## src/rtl/bullet_launcher_pkg.sv

```systemverilog
// Shared game constants and launcher state encoding, also used by the collision FSM.
package bullet_launcher_pkg;

  localparam int unsigned GAME_X_MAX    = 240;
  localparam int unsigned GAME_SCREEN_W = 256;
  localparam int unsigned GAME_SCREEN_H = 128;
  localparam int unsigned GAME_PLAYER_W = 10;

  localparam logic DIR_EAST = 1'b0;
  localparam logic DIR_WEST = 1'b1;

  typedef enum logic [2:0] {
    StIdle,
    StSpawn,
    StFly,
    StRetire,
    StCooldown
  } launch_state_e;

endpackage

```

## src/rtl/rising_edge_det.sv

```systemverilog
// 1-bit rising-edge detector; the history register clears on reset.
module rising_edge_det (
  input  logic clk,
  input  logic resetn,
  input  logic d,
  output logic rise
);

  logic d_q;

  always_ff @(posedge clk or negedge resetn) begin
    if (!resetn) d_q <= 1'b0;
    else         d_q <= d;
  end

  assign rise = d & ~d_q;

endmodule

```

## src/rtl/bullet_launcher.sv

```systemverilog
// Single-bullet launcher: spawns beside the shooter, steps per tick, retires on wall or
// collision, then enforces a tick-counted cooldown before the next shot.
module bullet_launcher
  import bullet_launcher_pkg::*;
#(
  parameter int unsigned X_W        = 8,
  parameter int unsigned Y_W        = 7,
  parameter int unsigned X_MAX      = GAME_X_MAX,
  parameter int unsigned STEP       = 5,
  parameter int unsigned PLAYER_W   = GAME_PLAYER_W,
  parameter int unsigned COOL_TICKS = 8
) (
  input  logic           clk,
  input  logic           resetn,
  input  logic           tick,
  input  logic           fire,
  input  logic           fired_by,
  input  logic [X_W-1:0] shooter_x,
  input  logic [Y_W-1:0] shooter_y,
  input  logic           collision,
  output logic [X_W-1:0] bullet_x,
  output logic [Y_W-1:0] bullet_y,
  output logic           bullet_dir,
  output logic           bullet_active,
  output logic           spawn,
  output logic           done,
  output logic           hit,
  output logic           ready
);

  localparam int unsigned CNT_W = (COOL_TICKS > 1) ? $clog2(COOL_TICKS + 1) : 1;
  localparam logic [X_W:0] XMaxW    = (X_W + 1)'(X_MAX);
  localparam logic [X_W:0] StepW    = (X_W + 1)'(STEP);
  localparam logic [X_W:0] PlayerWW = (X_W + 1)'(PLAYER_W);

  launch_state_e  state_q;
  logic [CNT_W-1:0] cnt_q;
  logic           fire_rise;

  logic [X_W:0]   east_spawn;
  logic [X_W-1:0] spawn_x;
  logic [Y_W-1:0] spawn_y;
  logic [X_W:0]   east_next;
  logic           fly_wall;
  logic [X_W-1:0] fly_x;

  rising_edge_det u_fire_edge (
    .clk    (clk),
    .resetn (resetn),
    .d      (fire),
    .rise   (fire_rise)
  );

  // All sums are one bit wider than X so a clamp decision never sees a wrapped value.
  always_comb begin
    east_spawn = {1'b0, shooter_x} + PlayerWW;
    if (fired_by == DIR_EAST) begin
      spawn_x = (east_spawn > XMaxW) ? XMaxW[X_W-1:0] : east_spawn[X_W-1:0];
    end else begin
      spawn_x = (shooter_x == '0) ? '0 : shooter_x - X_W'(1);
    end
    spawn_y = shooter_y + Y_W'(PLAYER_W / 2);

    east_next = {1'b0, bullet_x} + StepW;
    if (bullet_dir == DIR_EAST) begin
      fly_wall = (east_next >= XMaxW);
      fly_x    = fly_wall ? XMaxW[X_W-1:0] : east_next[X_W-1:0];
    end else begin
      fly_wall = ({1'b0, bullet_x} <= StepW);
      fly_x    = fly_wall ? '0 : bullet_x - StepW[X_W-1:0];
    end
  end

  always_ff @(posedge clk or negedge resetn) begin
    if (!resetn) begin
      state_q       <= StIdle;
      cnt_q         <= '0;
      bullet_x      <= '0;
      bullet_y      <= '0;
      bullet_dir    <= 1'b0;
      bullet_active <= 1'b0;
      spawn         <= 1'b0;
      done          <= 1'b0;
      hit           <= 1'b0;
      ready         <= 1'b1;
    end else begin
      unique case (state_q)
        StIdle: begin
          if (fire_rise) begin
            state_q       <= StSpawn;
            bullet_dir    <= fired_by;
            bullet_x      <= spawn_x;
            bullet_y      <= spawn_y;
            bullet_active <= 1'b1;
            spawn         <= 1'b1;
            ready         <= 1'b0;
          end
        end
        StSpawn: begin
          spawn   <= 1'b0;
          state_q <= StFly;
        end
        StFly: begin
          if (collision) begin
            state_q       <= StRetire;
            bullet_active <= 1'b0;
            done          <= 1'b1;
            hit           <= 1'b1;
          end else if (tick) begin
            bullet_x <= fly_x;
            if (fly_wall) begin
              state_q       <= StRetire;
              bullet_active <= 1'b0;
              done          <= 1'b1;
              hit           <= 1'b0;
            end
          end
        end
        StRetire: begin
          done  <= 1'b0;
          hit   <= 1'b0;
          cnt_q <= CNT_W'(COOL_TICKS);
          if (COOL_TICKS == 0) begin
            state_q <= StIdle;
            ready   <= 1'b1;
          end else begin
            state_q <= StCooldown;
          end
        end
        StCooldown: begin
          if (tick) begin
            if (cnt_q == CNT_W'(1)) begin
              state_q <= StIdle;
              ready   <= 1'b1;
            end
            cnt_q <= cnt_q - CNT_W'(1);
          end
        end
        default: state_q <= StIdle;
      endcase
    end
  end

endmodule

```

## config.mk

```make
export PLATFORM = sky130hd
export DESIGN_NAME = bullet_launcher
export DESIGN_NICKNAME = d
export VERILOG_FILES = /design/src/rtl/bullet_launcher_pkg.sv /design/src/rtl/rising_edge_det.sv /design/src/rtl/bullet_launcher.sv
export SDC_FILE = /design/constraint.sdc
export NUM_CORES = 1
export LEC_CHECK = 0
export ABC_AREA = 1
export ABC_CLOCK_PERIOD_IN_PS = 1600
export BUFFER_PORTS_ARGS = -buffer_cell sky130_fd_sc_hd__buf_2
export CAP_MARGIN = 30
export CORE_ASPECT_RATIO = 1.75
export CORE_MARGIN = 3
export CORE_UTILIZATION = 51
export DETAILED_ROUTE_END_ITERATION = 7
export MAX_ROUTING_LAYER = met4
export PLACE_DENSITY = 0.73
export SYNTH_ARGS = -nofsm -noshare
export SYNTH_HDL_FRONTEND = slang
export SYNTH_SLANG_ARGS = --single-unit
```

## constraint.sdc

```tcl
create_clock -name clk -period 1.6 [get_ports clk]
set_input_delay 0.48 -clock clk [delete_from_list [all_inputs] [get_ports clk]]
set_output_delay 0.48 -clock clk [all_outputs]
set_load 0.005 [all_outputs]
```

# Word level (Yosys, flattened, before mapping)
# Index checks and enable logic that the tools add are counted.
# word_totals
mem_bits_rw	0
romBits	0
memories	0
latch_bits	0
wordCells	85
reg_bits	29
# classes
mux	36
n_addsub	6
order_cmp	3
bitwise_logic	2
reduce_logical	15
n_eq_ne	12
n_div	0
mul	0
n_shift	0
# ops
operator	count
$mux 8	9
$mux 3	6
$pmux 8 s2	1
$pmux 3 s5	1
$mux 1	12
$reduce_and 4->1	3
$ne 2x2->1 const B	5
$pmux 1 s2	5
$reduce_bool 2->1	5
$add 8x3->9 const B	1
$add 8x4->9 const B	1
$ge 9x8->1 const B	1
$gt 9x8->1 const B	1
$le 8x3->1 const B	1
$logic_not 8->1	1
$pmux 4 s2	1
$sub 8x1->8 const B	1
$sub 8x3->8 const B	1
$add 7x3->7 const B	1
$eq 3x2->1 const B	2
$ne 3x3->1 const B	2
$reduce_and 2->1	3
$reduce_and 5->1	1
$eq 4x1->1 const B	1
other kinds (8)	8

# Longest topological paths before layout
# logic_depth
ltp_word	7
ltp_mapped	14

# By module
# A second synthesis with hierarchy kept.
# hier_totals
cells_unflattened	335
area_unflattened_um2	2354.8
# modules_own_cells
mod	cells_each	area_each_um2	seq_area_each_um2	instances
bullet_launcher	332	2319.7	701.9	1
rising_edge_det	3	35.0	25.0	1

# Worst setup path after synthesis
# No wires, ideal clock.
# synth_path
path_kind	in2reg
start	in shooter_x[1]
end	reg bullet_x[7]
required_ps	1474
path_buffers	0
arrival_ps	1588
path_stages	9
setup_slack_ps	-114
path_cell_list	inv_1 -> ha_1 -> a21boi_0 -> nand2_1 -> nor3_1 -> xor2_1 -> o21ai_0 -> nand3_1 -> o21ai_0
# synth_via
elab_chain_len	6
elab_cells_between_ends	9
# synth_rtl
item	line	text
start: declaration	bullet_launcher.sv:18	input logic [X_W-1:0] shooter_x,
$add 8x4->9	bullet_launcher.sv:56	east_spawn = {1'b0, shooter_x} + PlayerWW;
$gt 9x8->1	bullet_launcher.sv:58	spawn_x = (east_spawn > XMaxW) ? XMaxW[X_W-1:0] : east_spawn[X_W-1:0];
$mux 8	bullet_launcher.sv:58	
$mux 8 *	bullet_launcher.sv:57	if (fired_by == DIR_EAST) begin
$mux 8 *	bullet_launcher.sv:89	if (fire_rise) begin
$pmux 8 s2 *	bullet_launcher.sv:87	unique case (state_q)
end signal: assignment	bullet_launcher.sv:92	bullet_x <= spawn_x;
end signal: assignment	bullet_launcher.sv:110	bullet_x <= fly_x;
end: declaration	bullet_launcher.sv:21	output logic [X_W-1:0] bullet_x,
# Mark *: on every way between the ends. The rest lies on a longest branch, timed or not. The select of a mux whose other input is x is not followed.
# A chain may end at the register's enable or synchronous reset.

# Worst setup path after layout
# layout_path
start	reg bullet_x[0]
end	reg done
# layout_via
elab_chain_len	5
elab_cells_between_ends	6
# layout_rtl
item	line	text
$add 8x3->9	bullet_launcher.sv:64	east_next = {1'b0, bullet_x} + StepW;
$ge 9x8->1	bullet_launcher.sv:66	fly_wall = (east_next >= XMaxW);
$mux 1 *	bullet_launcher.sv:65	if (bullet_dir == DIR_EAST) begin
$ne 3x3->1 (no source line) *	-	
$reduce_and 3->1 (no source line) *	-	
end signal: assignment	bullet_launcher.sv:83	done <= 1'b0;
end signal: assignment	bullet_launcher.sv:107	done <= 1'b1;
end signal: assignment	bullet_launcher.sv:114	done <= 1'b1;
end: declaration	bullet_launcher.sv:26	output logic done,
# Mark *: on every way between the ends. The rest lies on a longest branch, timed or not.

==> metrics.md <==
| Metric | Value |
|---|---|
| Ys async rst share | 1.000 |
| Setup repair after global routing missed its margin | yes |
| Number of diodes | 0 |
| Mean Syn Cell Area | 6.734 µm² |
| Clk Latency, worst-skew pair | 0.29 ns |
| Die footprint | roughly 5400 µm² |
| Final critical-path setup slack | -0.1933 ns |
| Part of the total power dissipated in combinational logic | 0.649 |
| Total negative setup slack | -1.625 ns |
| Effective utilization at floorplan | 0.5413 |
| CTS tree | yes |
| Synthesized-area fraction occupied by and/or/nand/nor cells | 0.3619 |
| Nets@finish | 476 |
| Clock power frac | 0.106 |
| Setup WS pre-CTS | -0.4781 ns |
| Violated checks | setup timing |
| Post-synth top area share | 0.3034 |
| Peak Freq | around 0.56 GHz |
| Critical Path Source Type | flop |
| Post-route worst hold slack | 0.1979 ns |
| Detailed-route DRC error count | 0 |
| Maximum number of pins on one net before global-route repair | 30 |
| Total length of routed wires | 6839 µm |
| Critical setup path kind | flop to flop |
| Internal portion of total power | 2987 µW |
| Count of placed standard cells in the final layout, fillers left out | 494 |
| Sequential power share | 0.245 |
| Area of the mapped netlist | 2310 µm² |
| Number of CTS-inserted buffers | 5 |
| Fraction of power spent switching nets | 0.4668 |
| Global-route wire length before repair | around 11000 µm |
| RePlAce Congestion | 0.9312 |
| Count of final setup violators | 12 |
| Adder-Cell Fraction of Synth Area | 0.05959 |
| Flip-flop and latch count after synthesis | 29 |
| Root Buffer Master | clkbuf_8 |
| Post-synthesis mux area share | 0 |
| Combinational family with the most area after synthesis | simple AND/OR/NAND/NOR gates |
| Required time worst endpoint | 1.78 ns |
| Warning count from the yosys run | 0 |
| Number of port buffers | 41 |
| Cell leakage power | 0.001786 µW |
| Synth cell types | 35 |
| P&R area growth vs syn | 43.07% |
| Overall overflow remaining after global route | 0 |
| Xor/xnor share of the synthesized area | 0.06067 |
| Final Hold Fails | 0 |
| Count of nets left with antenna violations after detail routing | 0 |
| Top_reg_cell synth | dfrtp_1 |
| Portion of the post-synthesis area used by sequential elements | 0.3147 |
| Post-synthesis compound-gate area fraction | 0.1062 |
| Most numerous cell types in the synthesized netlist | 105 x nand2_1, 52 x inv_1, 32 x nand3_1 |
| IO Pins | 42 |
| Max Clock Skew | between 0.007 and 0.008 ns |
| Overall via count from detail_route | 2623 |
| Fin crit period | 1.793 ns |
| Most numerous cell in the Yosys netlist | nand2_1 |
| Pins over their slew limit | 0 |
| Net Sw Power | 2615 µW |
| Max-Cap Viols | 0 |
| Share of the core filled with cells in the final layout | 0.7745 |
| Maximum fanout along the worst path | 4 |
| Outcome | finished, violations left |
| Via/cell ratio | 5.310 |
| Number of synthesized flops with an enable pin | 0 |
| Die extent in x | 56.87 µm |
| Share of layout cells above drive strength 1 | 0.4000 |
| Sum of net half-perimeters after detailed placement | around 5100 µm |
| DRT iter0 DRCs | 122 |
| Class of the tightest hold or removal check | input port to async pin |
| Number of standard-cell rows in the floorplan | 31 |
| IR drop worst, VDD | 1427 µV |
| Total power density per cell area | 1695 nW/µm² |
| Maximum root-to-sink buffer count | 2 |
| Top cells by area, synth | dfrtp_1 30%, nand2_1 17%, inv_1 8.5% |
| Capturing element type of the critical path | flop |
| Via count of the first global-routing pass | 2597 |
| Clock net sink count | 29 |
| Clock-pin slew of the registers on the worst-case setup and hold paths | 0.07 ns |
| Post-Syn Instances | 343 |
| Cell type with the highest aggregate area in the netlist | dfrtp_1 |
| Per-cell routed wire length | approximately 14 µm |
| Die Ht | 95.03 µm |
| Area inside the core boundary | between 4000 and 5000 µm² |
| Headroom to the max-slew limit | 0.7021 |
| Placed cell count | 473 |
| Number of antenna violations at the first check in global routing | 0 |
| Synthesized netlist net count | 375 |
| First-pass detailed-route iteration total | 4 |
| Tightest Pin Transition | ~0.45 ns |
| Share of the clock period used by the worst path after layout | 1.121 |
| H-tree level count | 2 |
| Data arrival at the endpoint of the critical path | 1.97 ns |
| Global Route Usage Sum | 0.2687 |
==> power groups by stage <==
stage	clock (µW)	sequential [µW]	combinational (µW)
final	595	1370	3640
after global routing	630	1400	3990
after CTS	597	1330	3100
after detailed placement	0	1330	2870
after global placement	0	1310	2800
after floorplan	0	1350	1720
==> logic make-up after synthesis <==
| kind of cell | Yosys count |
|---|---|
| compound gates | 44 |
| fa+ha+maj | 11 |
| xor+xnor | 16 |
| flops | 29 |
| simple gates | 185 |
| buf+inv | 58 |
==> sequential cells by signal (all words and copies together) (netlist names) <==
| name | flops |
|---|---|
| hit | 1 |
| bullet_dir | 1 |
| bullet_y | 7 |
| u_fire_edge.d_q | 1 |
| bullet_x | 8 |
| bullet_active | 1 |
| cnt_q | 4 |
| done | 1 |
| state_q | 3 |
| ready | 1 |
| spawn | 1 |
==> path summary, 6_finish.rpt <==
path	startpoint	cells after the start	end	slack, ns
max	bullet_x[0]$_DFFE_PN0P_	12	done$_DFFE_PN0P_	-0.19
min	resetn	2	cnt_q[0]$_DFFE_PN0P_	0.20
max reg2reg	bullet_x[0]$_DFFE_PN0P_	12	done$_DFFE_PN0P_	-0.19
min reg2reg	hit$_DFFE_PN0P_	2	hit$_DFFE_PN0P_	0.47
max in group asynchronous	resetn	2	ready$_DFFE_PN1P_	1.09
min in group clk	fire	1	u_fire_edge.d_q$_DFF_PN0_	0.32
==> layout make-up <==
cell class,instances,area (µm²)
Multi-Input combinational cell,256,1554
Sequential cell,29,726.9
Inverter,55,215.2
Tap cell,49,61.31
Fill cell,317,962.2
Timing Repair Buffer,97,664.4
Clock inverter,2,10.01
Clock buffer,6,72.57
==> critical path: stages (launching register included) <==
cell     delay (ns)
dfrtp_1        0.43
ha_2           0.26
inv_4          0.06
a21oi_4        0.15
nand3_1        0.09
nand2_1        0.10
nand3_2        0.13
nand3_2        0.11
nand3_2        0.10
nand2_1        0.07
nand2_1        0.06
nand2_1        0.07
nand2_1        0.05
==> per-layer routing <==
layer / up-vias / global-route usage / part of all wire / wire [µm]
met4: 0 / 0.1625 / 0.057 / 393
met5: - / - / 0 / 0
met2: 85 / 0.5241 / 0.58 / 3933
met1: 1219 / 0.2396 / 0.33 / 2240
li1: 1290 / - / - / -
met3: 29 / 0.03117 / 0.040 / 273
==> metrics by stage <==
| stage | power (µW) | cell area, µm² |
|---|---|---|
| after CTS | 5026 | 3070 |
| after global placement | 4109 | 2909 |
| after global routing | 6026 | 3304 |
| after floorplan | 3072 | 2337 |
| final | 5602 | 3304 |
| after detailed placement | 4204 | 2909 |
==> cell usage in the layout (no fill, tap or decap), types with 9 or more instances in the layout <==
cell type / n
nand2_2: 14
xor2_1: 15
dfrtp_1: 28
nand2_1: 91
o21ai_0: 11
buf_2: 40
buf_4: 52
nor2_1: 15
nand3_1: 29
inv_1: 43
inv_2: 9
a21oi_1: 9
nor2_2: 9
==> repair_timing <==
item | 4_1_cts | 5_1_grt
endpoints found under the setup margin | 12 | 20
pin swaps | 14 | 22
resized for setup | 19 | 51
hold buffers | 0 | 0
gates cloned | 0 | 1
setup buffers | 3 | 9
endpoints found under the hold margin | 0 | 0
(Power assumes the default switching activity.)
